$ cat src/rtl/stopwatch_pkg.sv
// rtl/stopwatch_pkg.sv - shared BCD widths, digit limits and adjust-target encodings
package stopwatch_pkg;

    localparam int DIGIT_W = 4;

    typedef logic [DIGIT_W-1:0] bcd_t;

    localparam bcd_t ONES_MAX = 4'd9;
    localparam bcd_t TENS_MAX = 4'd5;

    typedef enum logic {
        SEL_MIN = 1'b0,
        SEL_SEC = 1'b1
    } sel_e;

endpackage

$ cat src/rtl/bcd_mod60.sv
// rtl/bcd_mod60.sv - two-digit BCD counter that wraps to 00 after a programmable value
module bcd_mod60
    import stopwatch_pkg::*;
(
    input  logic clk,
    input  logic rst_n,
    input  logic inc,
    input  bcd_t wrap_tens,
    input  bcd_t wrap_ones,
    output bcd_t tens,
    output bcd_t ones,
    output logic carry_out
);

    logic at_wrap;

    assign at_wrap   = (tens == wrap_tens) && (ones == wrap_ones);
    assign carry_out = inc & at_wrap;

    // Out-of-range digits fall into the ">= max" branches so they recover to 0.
    always_ff @(posedge clk or negedge rst_n) begin
        if (!rst_n) begin
            tens <= '0;
            ones <= '0;
        end else if (inc) begin
            if (at_wrap) begin
                tens <= '0;
                ones <= '0;
            end else if (ones >= ONES_MAX) begin
                ones <= '0;
                tens <= (tens >= TENS_MAX) ? '0 : tens + 4'd1;
            end else begin
                ones <= ones + 4'd1;
            end
        end
    end

endmodule

$ cat src/rtl/stopwatch_counter.sv
// rtl/stopwatch_counter.sv - MM:SS stopwatch advanced by rising edges of the selected slow clock
module stopwatch_counter
    import stopwatch_pkg::*;
#(
    parameter int SEC_WRAP = 59,
    parameter int MIN_WRAP = 59
) (
    input  logic       clk,
    input  logic       rst_n,
    input  logic       which_clk,
    input  logic       adj,
    input  logic       sel,
    input  logic       pause_pulse,
    output logic [3:0] min_tens,
    output logic [3:0] min_ones,
    output logic [3:0] sec_tens,
    output logic [3:0] sec_ones,
    output logic       paused
);

    localparam bcd_t SEC_WRAP_TENS = bcd_t'(SEC_WRAP / 10);
    localparam bcd_t SEC_WRAP_ONES = bcd_t'(SEC_WRAP % 10);
    localparam bcd_t MIN_WRAP_TENS = bcd_t'(MIN_WRAP / 10);
    localparam bcd_t MIN_WRAP_ONES = bcd_t'(MIN_WRAP % 10);

    logic sync1, sync2, dly;
    logic tick, count_en;
    logic sec_inc, min_inc, sec_carry;
    logic min_carry_unused;

    always_ff @(posedge clk or negedge rst_n) begin
        if (!rst_n) begin
            sync1  <= 1'b0;
            sync2  <= 1'b0;
            dly    <= 1'b0;
            paused <= 1'b0;
        end else begin
            sync1 <= which_clk;
            sync2 <= sync1;
            dly   <= sync2;
            if (pause_pulse)
                paused <= ~paused;
        end
    end

    // Gate with the pre-toggle paused value so a tick meeting a pause is kept
    // and a tick meeting a resume is dropped.
    assign tick     = sync2 & ~dly;
    assign count_en = tick & ~paused;

    // In adjust mode the seconds wrap must not ripple into minutes.
    assign sec_inc = count_en & (~adj | (sel == SEL_SEC));
    assign min_inc = count_en & (adj ? (sel == SEL_MIN) : sec_carry);

    bcd_mod60 u_sec (
        .clk       (clk),
        .rst_n     (rst_n),
        .inc       (sec_inc),
        .wrap_tens (SEC_WRAP_TENS),
        .wrap_ones (SEC_WRAP_ONES),
        .tens      (sec_tens),
        .ones      (sec_ones),
        .carry_out (sec_carry)
    );

    bcd_mod60 u_min (
        .clk       (clk),
        .rst_n     (rst_n),
        .inc       (min_inc),
        .wrap_tens (MIN_WRAP_TENS),
        .wrap_ones (MIN_WRAP_ONES),
        .tens      (min_tens),
        .ones      (min_ones),
        .carry_out (min_carry_unused)
    );

endmodule

$ cat config.mk
export PLATFORM = sky130hd
export DESIGN_NAME = stopwatch_counter
export DESIGN_NICKNAME = d
export VERILOG_FILES = /design/src/rtl/stopwatch_pkg.sv /design/src/rtl/bcd_mod60.sv /design/src/rtl/stopwatch_counter.sv
export SDC_FILE = /design/constraint.sdc
export NUM_CORES = 1
export LEC_CHECK = 0
export ABC_AREA = 1
export CORE_UTILIZATION = 40
export CTS_CLUSTER_DIAMETER = 30
export CTS_CLUSTER_SIZE = 20
export DETAILED_ROUTE_END_ITERATION = 8
export DONT_BUFFER_PORTS = 1
export GPL_TIMING_DRIVEN = 0
export PLACE_DENSITY = 0.65
export SLEW_MARGIN = 25
export SYNTH_ARGS = -nofsm -noshare
export SYNTH_HDL_FRONTEND = slang
export SYNTH_SLANG_ARGS = --single-unit
$ cat constraint.sdc
create_clock -name clk -period 3.35 [get_ports clk]
set_input_delay 0.335 -clock clk [delete_from_list [all_inputs] [get_ports clk]]
set_output_delay 0.335 -clock clk [all_outputs]
set_load 0.03 [all_outputs]
==> metrics <==
sequential area share after synthesis=43.72%; port buffer count=0; area growth from synthesis to layout=9.290%; total grt overflow=0; initial DRC count=30; setup repair after global routing missed its margin=no; WS Path Type=reg -> reg; post-synth top area cell=dfrtp_1; Setup TNS Final=0 ps; Routed WL=1.941 mm; Mapped Area=1145 um^2; Worst Slack Setup Final=1508 ps; crit share post-route=between 50% and 60%; fin crit period=between 1500 and 2000 ps; first-pass GRT wire length=~3.4 mm; non-filler cells, final=170; worst hold path class=in -> reg; Final Slew Violations=0; worst-margin pin slew=455.7 ps; total core area=2734 um^2; Cells after DPL=roughly 160; H-tree levels=1; CTS root buf=clkbuf_4; Worst Setup End Kind=flop; CTS Buffer Depth=2; Pwr per Cell Area=710.5 nW/um^2; CTS Buf Count=3; EDFF count, synth=0; Critical Path Fanout Max=6; number of antenna violations at the first check in global routing=0; net count after synthesis=roughly 150; Max VDD drop=~550 uV; nets@finish=between 150 and 200; share of the synthesized area in the top cell type=43.72%; vias in the first global route=815; outcome=finished, final reports clean; Lkg Pwr=0.6377 nW; Clock transition at path regs=between 100 and 150 ps; WP data required=3540 ps; CP startpoint kind=flop; Netlist cell types=19; standard-cell row count=19; post-route ant nets=0; DP HPWL=about 1.5 mm; gr usage total=13.65%; fmax=542.9 MHz; top cells by count, synth=34 x nand2_1, 20 x dfrtp_1, 20 x inv_1; Slew HR=between 60% and 70%; async set-reset flop share out of synthesis=100.0%; setup slack, reg-to-reg=about 1500 ps; most frequent cell after synthesis=nand2_1; DRC Markers=0; Pre-antenna DRT Iters=4; Hold Vio Cnt, Final=0; CTS sink cnt=20; ys flop type=dfrtp_1; Ports=23; Worst-Skew Late Latency=about 300 ps; main area contributors after synthesis=dfrtp_1 44%, ha_1 13%, nand2_1 11%, inv_1 6.6%, nand3_1 3.9%; CTS tree=done; die area=around 3100 um^2; synth warn=0; Clock Skew=10.35 ps; final setup fails=0; largest net degree at the start of global routing=21; final core utilization=~46%; max_cap viols=0; Yosys reg bits=20; global placement routability congestion=between 0.7 and 0.8; die width=55.50 um; Syn Area/Cell=between 8 and 9 um^2; diode count=0; Mapped Cells=133; vias=about 840; final-layout fill cell count=approximately 260; starting density of the core=between 40% and 50%; WL per Instance=between 10 and 15 um; Die H=55.50 um; Critical Path AT=about 2000 ps; share of layout cells above drive strength 1=under 10%; worst slack, placed=1540 ps; DR vias/cell=just under 5
==> registers in the layout (all words and copies together) (netlist names) <==
signal / cells
dly: 1
u_sec.tens: 4
sync1: 1
u_min.ones: 4
u_sec.ones: 4
sync2: 1
paused: 1
u_min.tens: 4
==> cell type report <==
| type | count | area, um^2 | share of cell area [%] |
|---|---|---|---|
| Sequential cell | 20 | 500.5 | 40.00 |
| Timing Repair Buffer | 2 | 15.01 | 1.200 |
| Clock inverter | 1 | 30.03 | 2.400 |
| Clock buffer | 3 | 22.52 | 1.800 |
| Tap cell | 31 | 38.79 | 3.100 |
| Inverter | 20 | 75.07 | 6.000 |
| Multi-Input combinational cell | 93 | 569.3 | 45.50 |
==> logic make-up (layout without fill, tap and decap cells) <==
kind of cell    Yosys count  in the layout  synth area share [%]
compound gates           10             10                 4.590
xor+xnor                  6              6                 4.590
fa+ha+maj                12             12                 13.11
buf+inv                  20             26                 6.557
flops                    20             20                 43.72
simple gates             65             65                 27.43
==> metrics by stage <==
stage	hold slack (ps)	power [mW]	cell area, um^2
4_1_cts	33.66	0.9001	1246
6_report	45.69	0.8890	1251
5_1_grt	25.08	0.9574	1251
3_5_place_dp	39.74	0.6951	1184
2_1_floorplan	39.41	0.6386	1145
3_3_place_gp	39.82	0.6743	1184
==> power by group <==
part           internal (mW)  switching, mW
registers              0.296          0.199
logic                 0.0834          0.114
clock network          0.121         0.0761
==> cells in the final DEF, fill, tap and decap left out, drive strengths merged <==
cell type,count
ha,12
or2,1
nand4,4
nor3b,2
nor2,9
xor2,5
buf,1
nor3,2
bufinv,1
o21ai,9
xnor2,1
inv,20
and2,1
dfrtp,20
clkbuf,3
nand2,37
o211ai,1
dlygate4sd3,1
nand3,9
==> final timing paths <==
check,startpoint,end,cells after the start
max in group asynchronous,rst_n,u_min.tens[0],2
hold / removal,which_clk,sync1,0
setup / recovery,u_min.ones[0],u_min.tens[1],7
setup reg to reg,u_min.ones[0],u_min.tens[1],7
min in group asynchronous,rst_n,u_min.ones[2],2
hold reg to reg,sync1,sync2,0
==> worst max-delay path: stages (launching register included) <==
cell and delay, ps:
dfrtp_1 620, inv_1 110, ha_1 210, nor3b_1 140, nor2_1 290, nand3_1 200
nand2_1 100, nand2_1 60
==> metal layers <==
layer / track usage [%] / share of wire [%]
met1: 17.35 / 47
met4: 4.286 / 0.82
met3: 3.044 / 4.2
met2: 23.06 / 48
met5: 0 / 0
==> timing repair <==
item,in CTS,in global routing
hold endpoints to repair,20,20
gates resized for setup,0,0
setup buffers,0,0
setup endpoints to repair,0,0
hold buffers,1,1
Note: power is estimated with default switching activity, not from simulation.
